==> src/rtl/voice_alloc.sv <==
// Polyphonic voice allocator: maps MIDI note events onto a bank of
// oscillator voices, retriggering, filling free slots or stealing the oldest.
module voice_alloc #(
  parameter int NUM_VOICES = 4,
  parameter int IDX_BW     = $clog2(NUM_VOICES)
) (
  input  logic                    clk_i,
  input  logic                    nrst_i,
  input  logic                    evValid_i,
  output logic                    evReady_o,
  input  logic                    evNoteOn_i,
  input  logic [7:0]              evNote_i,
  input  logic [6:0]              evVel_i,
  input  logic                    panic_i,
  output logic [8*NUM_VOICES-1:0] voiceNote_o,
  output logic [NUM_VOICES-1:0]   voiceEn_o,
  output logic [NUM_VOICES-1:0]   voicePhaseRst_o,
  output logic                    steal_o
);

  localparam logic [1:0] S_IDLE  = 2'd0;
  localparam logic [1:0] S_SCAN  = 2'd1;
  localparam logic [1:0] S_APPLY = 2'd2;

  localparam logic [IDX_BW-1:0] LAST = IDX_BW'(NUM_VOICES - 1);

  logic [1:0]        state_q;
  logic [IDX_BW-1:0] idx_q;
  logic [7:0]        ev_note_q;
  logic              ev_on_q;

  logic              match_vld_q;
  logic              free_vld_q;
  logic              old_vld_q;
  logic [IDX_BW-1:0] match_idx_q;
  logic [IDX_BW-1:0] free_idx_q;
  logic [IDX_BW-1:0] old_idx_q;
  logic [IDX_BW-1:0] old_age_q;

  logic [NUM_VOICES-1:0][7:0]        note_q;
  logic [NUM_VOICES-1:0][IDX_BW-1:0] age_q;
  logic [NUM_VOICES-1:0]             en_q;
  logic [NUM_VOICES-1:0]             prst_q;
  logic                              steal_q;

  logic              accept;
  logic [IDX_BW-1:0] tgt;

  assign evReady_o       = (state_q == S_IDLE) && !panic_i;
  assign accept          = evValid_i && evReady_o;
  assign voiceNote_o     = note_q;
  assign voiceEn_o       = en_q;
  assign voicePhaseRst_o = prst_q;
  assign steal_o         = steal_q;

  // Retrigger beats free slot, free slot beats stealing.
  always_comb begin
    tgt = old_idx_q;
    if (match_vld_q) begin
      tgt = match_idx_q;
    end else if (free_vld_q) begin
      tgt = free_idx_q;
    end
  end

  always_ff @(posedge clk_i or negedge nrst_i) begin
    if (!nrst_i) begin
      state_q     <= S_IDLE;
      idx_q       <= '0;
      ev_note_q   <= '0;
      ev_on_q     <= 1'b0;
      match_vld_q <= 1'b0;
      free_vld_q  <= 1'b0;
      old_vld_q   <= 1'b0;
      match_idx_q <= '0;
      free_idx_q  <= '0;
      old_idx_q   <= '0;
      old_age_q   <= '0;
      note_q      <= '0;
      age_q       <= '0;
      en_q        <= '0;
      prst_q      <= '0;
      steal_q     <= 1'b0;
    end else begin
      prst_q  <= '0;
      steal_q <= 1'b0;
      if (panic_i) begin
        state_q <= S_IDLE;
        en_q    <= '0;
        age_q   <= '0;
      end else begin
        case (state_q)
          S_IDLE: begin
            if (accept) begin
              ev_note_q   <= evNote_i;
              ev_on_q     <= evNoteOn_i && (evVel_i != 7'd0);
              match_vld_q <= 1'b0;
              free_vld_q  <= 1'b0;
              old_vld_q   <= 1'b0;
              match_idx_q <= '0;
              free_idx_q  <= '0;
              old_idx_q   <= '0;
              old_age_q   <= '0;
              idx_q       <= '0;
              state_q     <= S_SCAN;
            end
          end
          S_SCAN: begin
            if (en_q[idx_q]) begin
              if (!match_vld_q && note_q[idx_q] == ev_note_q) begin
                match_vld_q <= 1'b1;
                match_idx_q <= idx_q;
              end
              if (!old_vld_q || age_q[idx_q] > old_age_q) begin
                old_vld_q <= 1'b1;
                old_idx_q <= idx_q;
                old_age_q <= age_q[idx_q];
              end
            end else if (!free_vld_q) begin
              free_vld_q <= 1'b1;
              free_idx_q <= idx_q;
            end
            idx_q <= idx_q + 1'b1;
            if (idx_q == LAST) begin
              state_q <= S_APPLY;
            end
          end
          S_APPLY: begin
            state_q <= S_IDLE;
            if (ev_on_q) begin
              for (int k = 0; k < NUM_VOICES; k++) begin
                if (en_q[k] && IDX_BW'(k) != tgt && age_q[k] != LAST) begin
                  age_q[k] <= age_q[k] + 1'b1;
                end
              end
              en_q[tgt]   <= 1'b1;
              prst_q[tgt] <= 1'b1;
              age_q[tgt]  <= '0;
              if (!match_vld_q) begin
                note_q[tgt] <= ev_note_q;
              end
              steal_q <= !match_vld_q && !free_vld_q;
            end else if (match_vld_q) begin
              en_q[match_idx_q]  <= 1'b0;
              age_q[match_idx_q] <= '0;
            end
          end
          default: state_q <= S_IDLE;
        endcase
      end
    end
  end

endmodule

==> config.mk <==
export PLATFORM = sky130hd
export DESIGN_NAME = voice_alloc
export DESIGN_NICKNAME = d
export VERILOG_FILES = /design/src/rtl/voice_alloc.sv
export SDC_FILE = /design/constraint.sdc
export NUM_CORES = 1
export LEC_CHECK = 0
export BUFFER_PORTS_ARGS = -buffer_cell sky130_fd_sc_hd__buf_2
export CORE_ASPECT_RATIO = 0.6
export CORE_MARGIN = 2
export CORE_UTILIZATION = 60
export DETAILED_ROUTE_END_ITERATION = 7
export GPL_TIMING_DRIVEN = 0
export PLACE_DENSITY = 0.87
export SLEW_MARGIN = 20
export SYNTH_ARGS = -nofsm -noshare
export SYNTH_HDL_FRONTEND = slang
export SYNTH_SLANG_ARGS = --single-unit
==> constraint.sdc <==
create_clock -name clk_i -period 7.1 [get_ports clk_i]
set_clock_uncertainty 0.1 [all_clocks]
set_input_delay 1.42 -clock clk_i [delete_from_list [all_inputs] [get_ports clk_i]]
set_output_delay 1.42 -clock clk_i [all_outputs]
set_load 0.02 [all_outputs]
==> results.txt, run 1 <==
Row generation in the floorplan step produced 22 rows. TritonCTS built the clock tree. The register clock-pin slew on the reported worst setup and hold paths is 0.07 ns.

STA classifies the critical path endpoint as an output pin. The initial antenna violation count is 0. The final max-slew violation count is 0. After detailed routing, the number of vias per cell comes to 5.953. The area fraction of the dominant cell type after synthesis is 0.4842. Including well taps, the total number of placed cells is 477.

The first-pass detailed-route iteration total came out at 5. At the pin with the least slew margin, the transition time is 0.6063 ns. The worst setup path is of the primary input to output pin kind. The post-route core utilization came out at 0.7283. For this run, the number of Yosys warnings is 0. In this run the remaining antenna-violating nets after routing total 0.

The power density relative to cell area is 232.0 nW/um^2. The number of DRC violations after detailed routing is 0. The flow ran to the end, and the final reports show no timing, DRC or antenna violations.

The number of buffers inserted by hold repair at cts is 0. Each instance of the synthesized netlist takes up on average 11.40 sq um. The count of buffers added by post-CTS timing repair for setup came out at 0. The global route total overflow came out at 0. The number of failing hold endpoints at the final stage came out at 0. The tree is rooted in a sky130_fd_sc_hd__clkbuf_8. The post-synthesis instance area is 3772 sq um. Setup repair after global routing left no endpoint under its margin. The y dimension of the die is 65.42 microns. Detailed placement ended at an HPWL of 6568 microns. From left edge to right edge, the die measures 106.4 microns. The register area came out at 1827 sq um. The multi-input combinational cells in the finished layout cover a total of 1831 sq um. The largest total area in the synthesized netlist belongs to sky130_fd_sc_hd__dfrtp_1.

The total wirelength of the detailed-routed design came out at 9067 microns. Final hold analysis gives a worst-case slack of 0.4159 ns. The top cell types in the final layout, fill and taps aside, are 73 x sky130_fd_sc_hd__dfrtp_1, 63 x sky130_fd_sc_hd__buf_2, 51 x sky130_fd_sc_hd__nand2_1. In the post-synthesis netlist, the biggest area contributors are sky130_fd_sc_hd__dfrtp_1 48%, sky130_fd_sc_hd__mux2_2 11%, sky130_fd_sc_hd__nand2_1 5.1%.

The max-capacitance violation count came out at 0. CTS built an H-tree with a depth of 3. The number of DRC markers in iteration 0 came out at 322. The headroom to the max-slew limit came out at 0.5945. The leakage component of the power came out at 2.254 nW. STA classifies the critical path startpoint as a primary input. The via count of the routed design is 2929. The total of cells resized after clock tree synthesis is 0. Static timing analysis puts the maximum clock frequency at 0.2658 GHz. The number of sinks handled by clock tree synthesis is 73.

Setup violations remaining at the end of the flow were counted as 0. For this run, the register share of the synthesized area comes to 0.4842. The biggest fanout along the worst timing path is 7. The number of global-route vias before repair came to 2857. The routed length per instance came out at 18.43 microns. The area growth from synthesis to layout is 17.45%. The kind of path behind the tightest hold check is flip-flop to flip-flop. The synthesized net count is 358. The antenna diode count came out at 0. Synthesis handed over a netlist of 331 instances.

Clock tree synthesis inserted a total of 9 buffers. The final RePlAce weighted congestion came out at 0.9012. The final-layout fill cell count came out at 446. For this run, the post-layout net count is 431. The clock latency on the worst-skew pair came out at 0.36 ns. The maximum buffer depth of the clock tree is 2. The data arrival time at the worst-slack endpoint came out at 2.24 ns.

In the finished design, the share of the clock period the worst path needs comes to 0.5300. The die area came out at 6958 sq um. Data on the critical path is required at its endpoint by 5.58 ns.

The library cell used most frequently in the layout, excluding fill and tap cells, is sky130_fd_sc_hd__dfrtp_1. After synthesis the netlist holds a flip-flop and latch count of 73. The largest net degree at the start of global routing came out at 58. The ratio of cells with drive above 1 in the final layout came out at 0.3260. IR analysis of the VDD net gives a maximum drop of 0.1052 mV.

The number of different library cells in the post-synthesis netlist is 47. Port buffering added 61 buffers. The finished layout holds 492 standard cells, fillers aside. In this run the count of I/O pins placed on the die edge is 62. The initial cell density of the core came out at 0.6201. In this run the standard cell core region covers 6083 sq um. Setup total negative slack on the finished layout was measured at 0 ns. For this run, the total global-route usage over all layers was measured as 0.2863. The shortest period the worst path allows is 3.763 ns. The global-route wire length before repair came out at 14810 microns.
[power by group]
| part | switching [mW] | internal, mW |
|---|---|---|
| combinational | 0.124 | 0.0739 |
| clock | 0.154 | 0.205 |
| sequential | 0.0310 | 0.440 |
[state kept, by name, summed over array words and instances, names as in the netlist]
| signal | cells |
|---|---|
| age_q | 8 |
| ev_note_q | 8 |
| ev_on_q | 1 |
| free_idx_q | 2 |
| free_vld_q | 1 |
| idx_q | 2 |
| match_idx_q | 2 |
| match_vld_q | 1 |
| old_age_q | 2 |
| old_idx_q | 2 |
| old_vld_q | 1 |
| state_q | 2 |
| steal_o | 1 |
| voiceEn_o | 4 |
| voiceNote_o | 32 |
| voicePhaseRst_o | 4 |
[stage by stage]
step	setup slack (ns)	area, sq um	total power [mW]
after CTS	3.343	4431	1.025
after global routing	3.273	4431	1.070
after floorplan	3.561	3772	0.6072
after global placement	3.353	4183	0.6625
after detailed placement	3.345	4213	0.6715
final	3.337	4431	1.028
[cells in the mapped netlist (all sizes together)]
library cell / number
xor2: 7
a2111oi: 1
a211oi: 5
buf: 6
mux2i: 9
a21oi: 15
ha: 7
o2111ai: 1
nand4: 5
and2: 4
o211ai: 2
o21a: 2
nand2b: 3
nor2b: 10
a32oi: 1
a31oi: 3
nor4: 2
mux2: 36
or3: 1
o21ai: 21
inv: 6
or2: 1
or2b: 1
nand2: 51
nor3b: 3
nand3b: 1
mux4: 10
nand3: 1
or4b: 1
nand4b: 2
o31ai: 1
clkbuf: 10
a32o: 1
dfrtp: 73
and3b: 3
nor2: 17
nor3: 8
[worst paths after layout]
check                             start  depth (start not counted)               to  slack (ns)
hold / removal             old_idx_q[1]                          1     old_idx_q[1]        0.42
setup / recovery                panic_i                          4        evReady_o        3.34
setup reg to reg               idx_q[0]                          8     old_idx_q[0]        4.36
min in group asynchronous        nrst_i                          1  voiceNote_o[18]        0.82
max in group asynchronous        nrst_i                          2   match_idx_q[1]        5.53
hold reg to reg            old_idx_q[1]                          1     old_idx_q[1]        0.42
[logic make-up (layout without fill, tap and decap cells)]
logic type      after synthesis  count (layout)  share of synthesized area
buf+inv                      22              99                    0.03051
xor+xnor                      7               7                    0.01625
mux                          55              55                     0.1980
compound gates               53              53                    0.09320
simple gates                114             114                     0.1546
fa+ha+maj                     7               7                    0.02322
flops                        73              73                     0.4842
[final cells by class]
| class | instances | share of cell area |
|---|---|---|
| flip-flops and latches | 73 | 0.4123 |
| inverters | 6 | 0.005083 |
| repair buffers | 62 | 0.07568 |
| multi-input cells | 236 | 0.4132 |
| clock buffers | 10 | 0.03106 |
| well taps | 84 | 0.02372 |
| clock inverters | 5 | 0.01807 |
| plain buffers | 16 | 0.02090 |
[routing by layer]
layer,wire length (microns),up-vias,GRT usage
met2,3894,138,0.4054
met5,0,-,0
li1,-,1333,-
met1,4275,1445,0.4303
met4,93,0,0.07072
met3,804,13,0.08929
[worst max-delay path, cell delays in order]
cell                     delay [ns]
sky130_fd_sc_hd__buf_2         0.14
sky130_fd_sc_hd__or2_2         0.33
sky130_fd_sc_hd__nor2_1        0.15
sky130_fd_sc_hd__buf_2         0.19
(Power assumes the default switching activity.)
==> run 2, diff against run 1 <==
- CORE_UTILIZATION: 60 -> 51
- PLACE_DENSITY: 0.87 -> 0.79
- clock period: 7.1 -> 3.35 ns (I/O delays scaled with it)
==> results.txt, run 2 (synthesis results as in run 1) <==
Run status: finished, final reports clean (unchanged). The total wirelength of the detailed-routed design was 9345 microns (was 9067 microns). The global-route wire length before repair came out at 15310 microns (was 14810 microns). The max-capacitance violation count is 0 (unchanged). The worst hold-check slack came to 0.1203 ns (was 0.4159 ns). The endpoint required time on the critical path came out at 3.47 ns (was 5.58 ns). The biggest fanout along the worst timing path is 10 (was 7). The startpoint class of the critical path is a flip-flop (was primary input). The leakage component of the power is 2.315 nW (was 2.254 nW). The first-pass detailed-route iteration total is 4 (was 5). The slew at the pin closest to its max-slew limit came to 0.5647 ns (was 0.6063 ns).

The average vias per placed instance came out at 5.862 (was 5.953). The CTS tree was done (unchanged). The critical register-to-register path endpoint is old_idx_q[1] (was old_idx_q[0]).

The worst setup path endpoint is old_idx_q[1] (was evReady_o). The maximum vdd drop is 0.3888 mV (was 0.1052 mV). The number of sinks handled by clock tree synthesis is 73 (unchanged).

The register area is 1827 sq um (unchanged). The number of buffers and inverters on the critical path is 2 (unchanged). The global route total overflow is 0 (unchanged). The kind of path behind the tightest hold check is primary input to asynchronous set/reset pin (was flip-flop to flip-flop).

The post-layout net count came to 431 (unchanged). The final max-slew violation count is 0 (unchanged). The total clock buffers created by CTS is 9 (unchanged). The antenna diode count is 0 (unchanged).

The area growth from synthesis to layout came out at 21.06% (was 17.45%). The setup slack of the critical path after layout is 0.5625 ns (was 3.337 ns). The y dimension of the die is 70.62 microns (was 65.42 microns). The number of antenna-violating nets in the routed design came out at 0 (unchanged). The overall track demand over capacity in global routing is 0.2516 (was 0.2863). The HPWL after detailed placement came out at 6748 microns (was 6568 microns). The depth of the worst register-to-register path is 8 (unchanged). Most used cells in the layout excluding fill and tap cells: 73 x sky130_fd_sc_hd__dfrtp_1, 63 x sky130_fd_sc_hd__buf_2, 51 x sky130_fd_sc_hd__nand2_1 (unchanged). The final clock period utilization by the worst path is 0.8321. The headroom to the max-slew limit came out at 0.6223 (was 0.5945). The maximum level of the CTS H-tree is 3 (unchanged). The achievable frequency is 0.3587 GHz. The number of DRC violations after detailed routing is 0 (unchanged). The nature of the critical path endpoint was a flip-flop (was output pin). The count of endpoints failing setup in the final report is 0 (unchanged). The launch point of the critical path is idx_q[0] (was panic_i). The routed length per instance is 18.69 microns (was 18.43 microns).

The number of global-route vias before repair came out at 2970 (was 2857). The routed design could run at a clock period as short as 2.787 ns. The number of DRC markers in iteration 0 came out at 277 (was 322). The clock latency on the worst-skew pair is 0.34 ns (was 0.36 ns).

The critical setup path kind is flip-flop to flip-flop (was primary input to output pin). The total of cells resized after clock tree synthesis is 0 (unchanged). The number of top-level design ports is 62 (unchanged).

The logic depth of the worst path, buffers included came to 8 (was 4). The leading cell type in the layout, fill and taps excluded is sky130_fd_sc_hd__dfrtp_1 (unchanged). The data arrival time at the worst-slack endpoint came out at 2.91 ns (was 2.24 ns). The number of buffers inserted by hold repair at cts came to 0 (unchanged).

The flop-to-flop setup slack is 0.56 ns (was 4.36 ns). The maximum buffer depth of the clock tree is 2 (unchanged). The die area is 8123 sq um (was 6958 sq um). The count of standard-cell rows came to 24 (was 22).

The highest-delay cell along the critical path is sky130_fd_sc_hd__mux4_1 (was sky130_fd_sc_hd__or2_2). The largest net degree at the start of global routing came to 54 (was 58). The placeable core region is 7207 sq um (was 6083 sq um). The delay contributed by the slowest stage of the critical path came out at 0.63 ns (was 0.33 ns).

The flip-flop count of the largest register, all copies and words added is 32 (unchanged). The die boundary width came out at 115.0 microns (was 106.4 microns). The ratio of cells with drive above 1 in the final layout came out at 0.3252 (was 0.3260). The number of failing hold endpoints at the final stage came out at 0 (unchanged). The number of input and output port buffers inserted is 61 (unchanged).

Critical Path, Cell by Cell: buf_6 -> buf_12 -> mux4_1 -> ha_1 -> nor2b_1 -> o21ai_0 -> a31oi_4 -> mux2_2 (was buf_2 -> or2_2 -> nor2_1 -> buf_2). The register clock-pin slew on the reported worst setup and hold paths came out at 0.05 ns (was 0.07 ns). The post-route core utilization came out at 0.6337 (was 0.7283). The pre-CTS setup slack came out at 0.5836 ns (was 3.345 ns). The start of the worst register-to-register path is idx_q[0] (unchanged).

The final setup TNS is 0 ns (unchanged). RSZ-0062 raised after global routing: false (unchanged). The count of buffers added by post-CTS timing repair for setup is 0 (unchanged). The area taken by multi-input logic gates is 1831 sq um (unchanged). The kind of cell adding the most delay to the critical path is multiplexers (was simple AND/OR/NAND/NOR gates).

The final-layout fill cell count is 598 (was 446). The initial cell density of the core is 0.5234 (was 0.6201). The via count of the routed design came out at 2931 (was 2929). The total chip power came out at 2.526 mW (was 1.028 mW). The final RePlAce weighted congestion came out at 0.9130 (was 0.9012). The buffer type at the clock tree root is sky130_fd_sc_hd__clkbuf_16 (was sky130_fd_sc_hd__clkbuf_8). The power density relative to cell area is 553.2 nW/um^2 (was 232.0 nW/um^2). The initial antenna violation count is 0 (unchanged).
## run 2: worst min-delay path by stage
stage                              from             to  slack (ns)  depth (start not counted)
after global routing             nrst_i   old_idx_q[0]        0.14                          1
after global placement    free_idx_q[0]  free_idx_q[0]        0.39                          1
after detailed placement  free_idx_q[1]  free_idx_q[1]        0.40                          1
after floorplan                  nrst_i       age_q[0]        0.27                          0
final                            nrst_i   old_idx_q[0]        0.12                          1
after CTS                        nrst_i   old_age_q[1]        0.12                          1
## run 2: power breakdown
part | internal, mW | switching [mW] | total [mW]
sequential | 0.935 | 0.0643 | 1.00
clock | 0.746 | 0.362 | 1.11
combinational | 0.156 | 0.263 | 0.419
total | 1.84 | 0.689 | 2.53
## run 2: final cells by class
cell class / instances / share of cell area
flip-flops and latches: 73 / 0.4000
repair buffers: 62 / 0.07342
clock inverters: 5 / 0.02247
inverters: 6 / 0.004932
clock buffers: 11 / 0.05315
multi-input cells: 236 / 0.4008
plain buffers: 16 / 0.02027
well taps: 91 / 0.02493
## run 2: metal layers
| layer | vias up | wire (microns) | global-route usage | part of all wire |
|---|---|---|---|---|
| met5 | - | 0 | 0 | 0 |
| met3 | 12 | 939 | 0.09940 | 0.10 |
| met4 | 0 | 124 | 0.09237 | 0.013 |
| li1 | 1335 | - | - | - |
| met1 | 1451 | 4293 | 0.3670 | 0.46 |
| met2 | 133 | 3988 | 0.3399 | 0.43 |
## run 2: stage by stage
stage,area [sq um],instances
floorplan,3772,331
global placement,4192,483
detailed placement,4222,484
CTS,4567,500
global route,4567,500
finish,4567,500
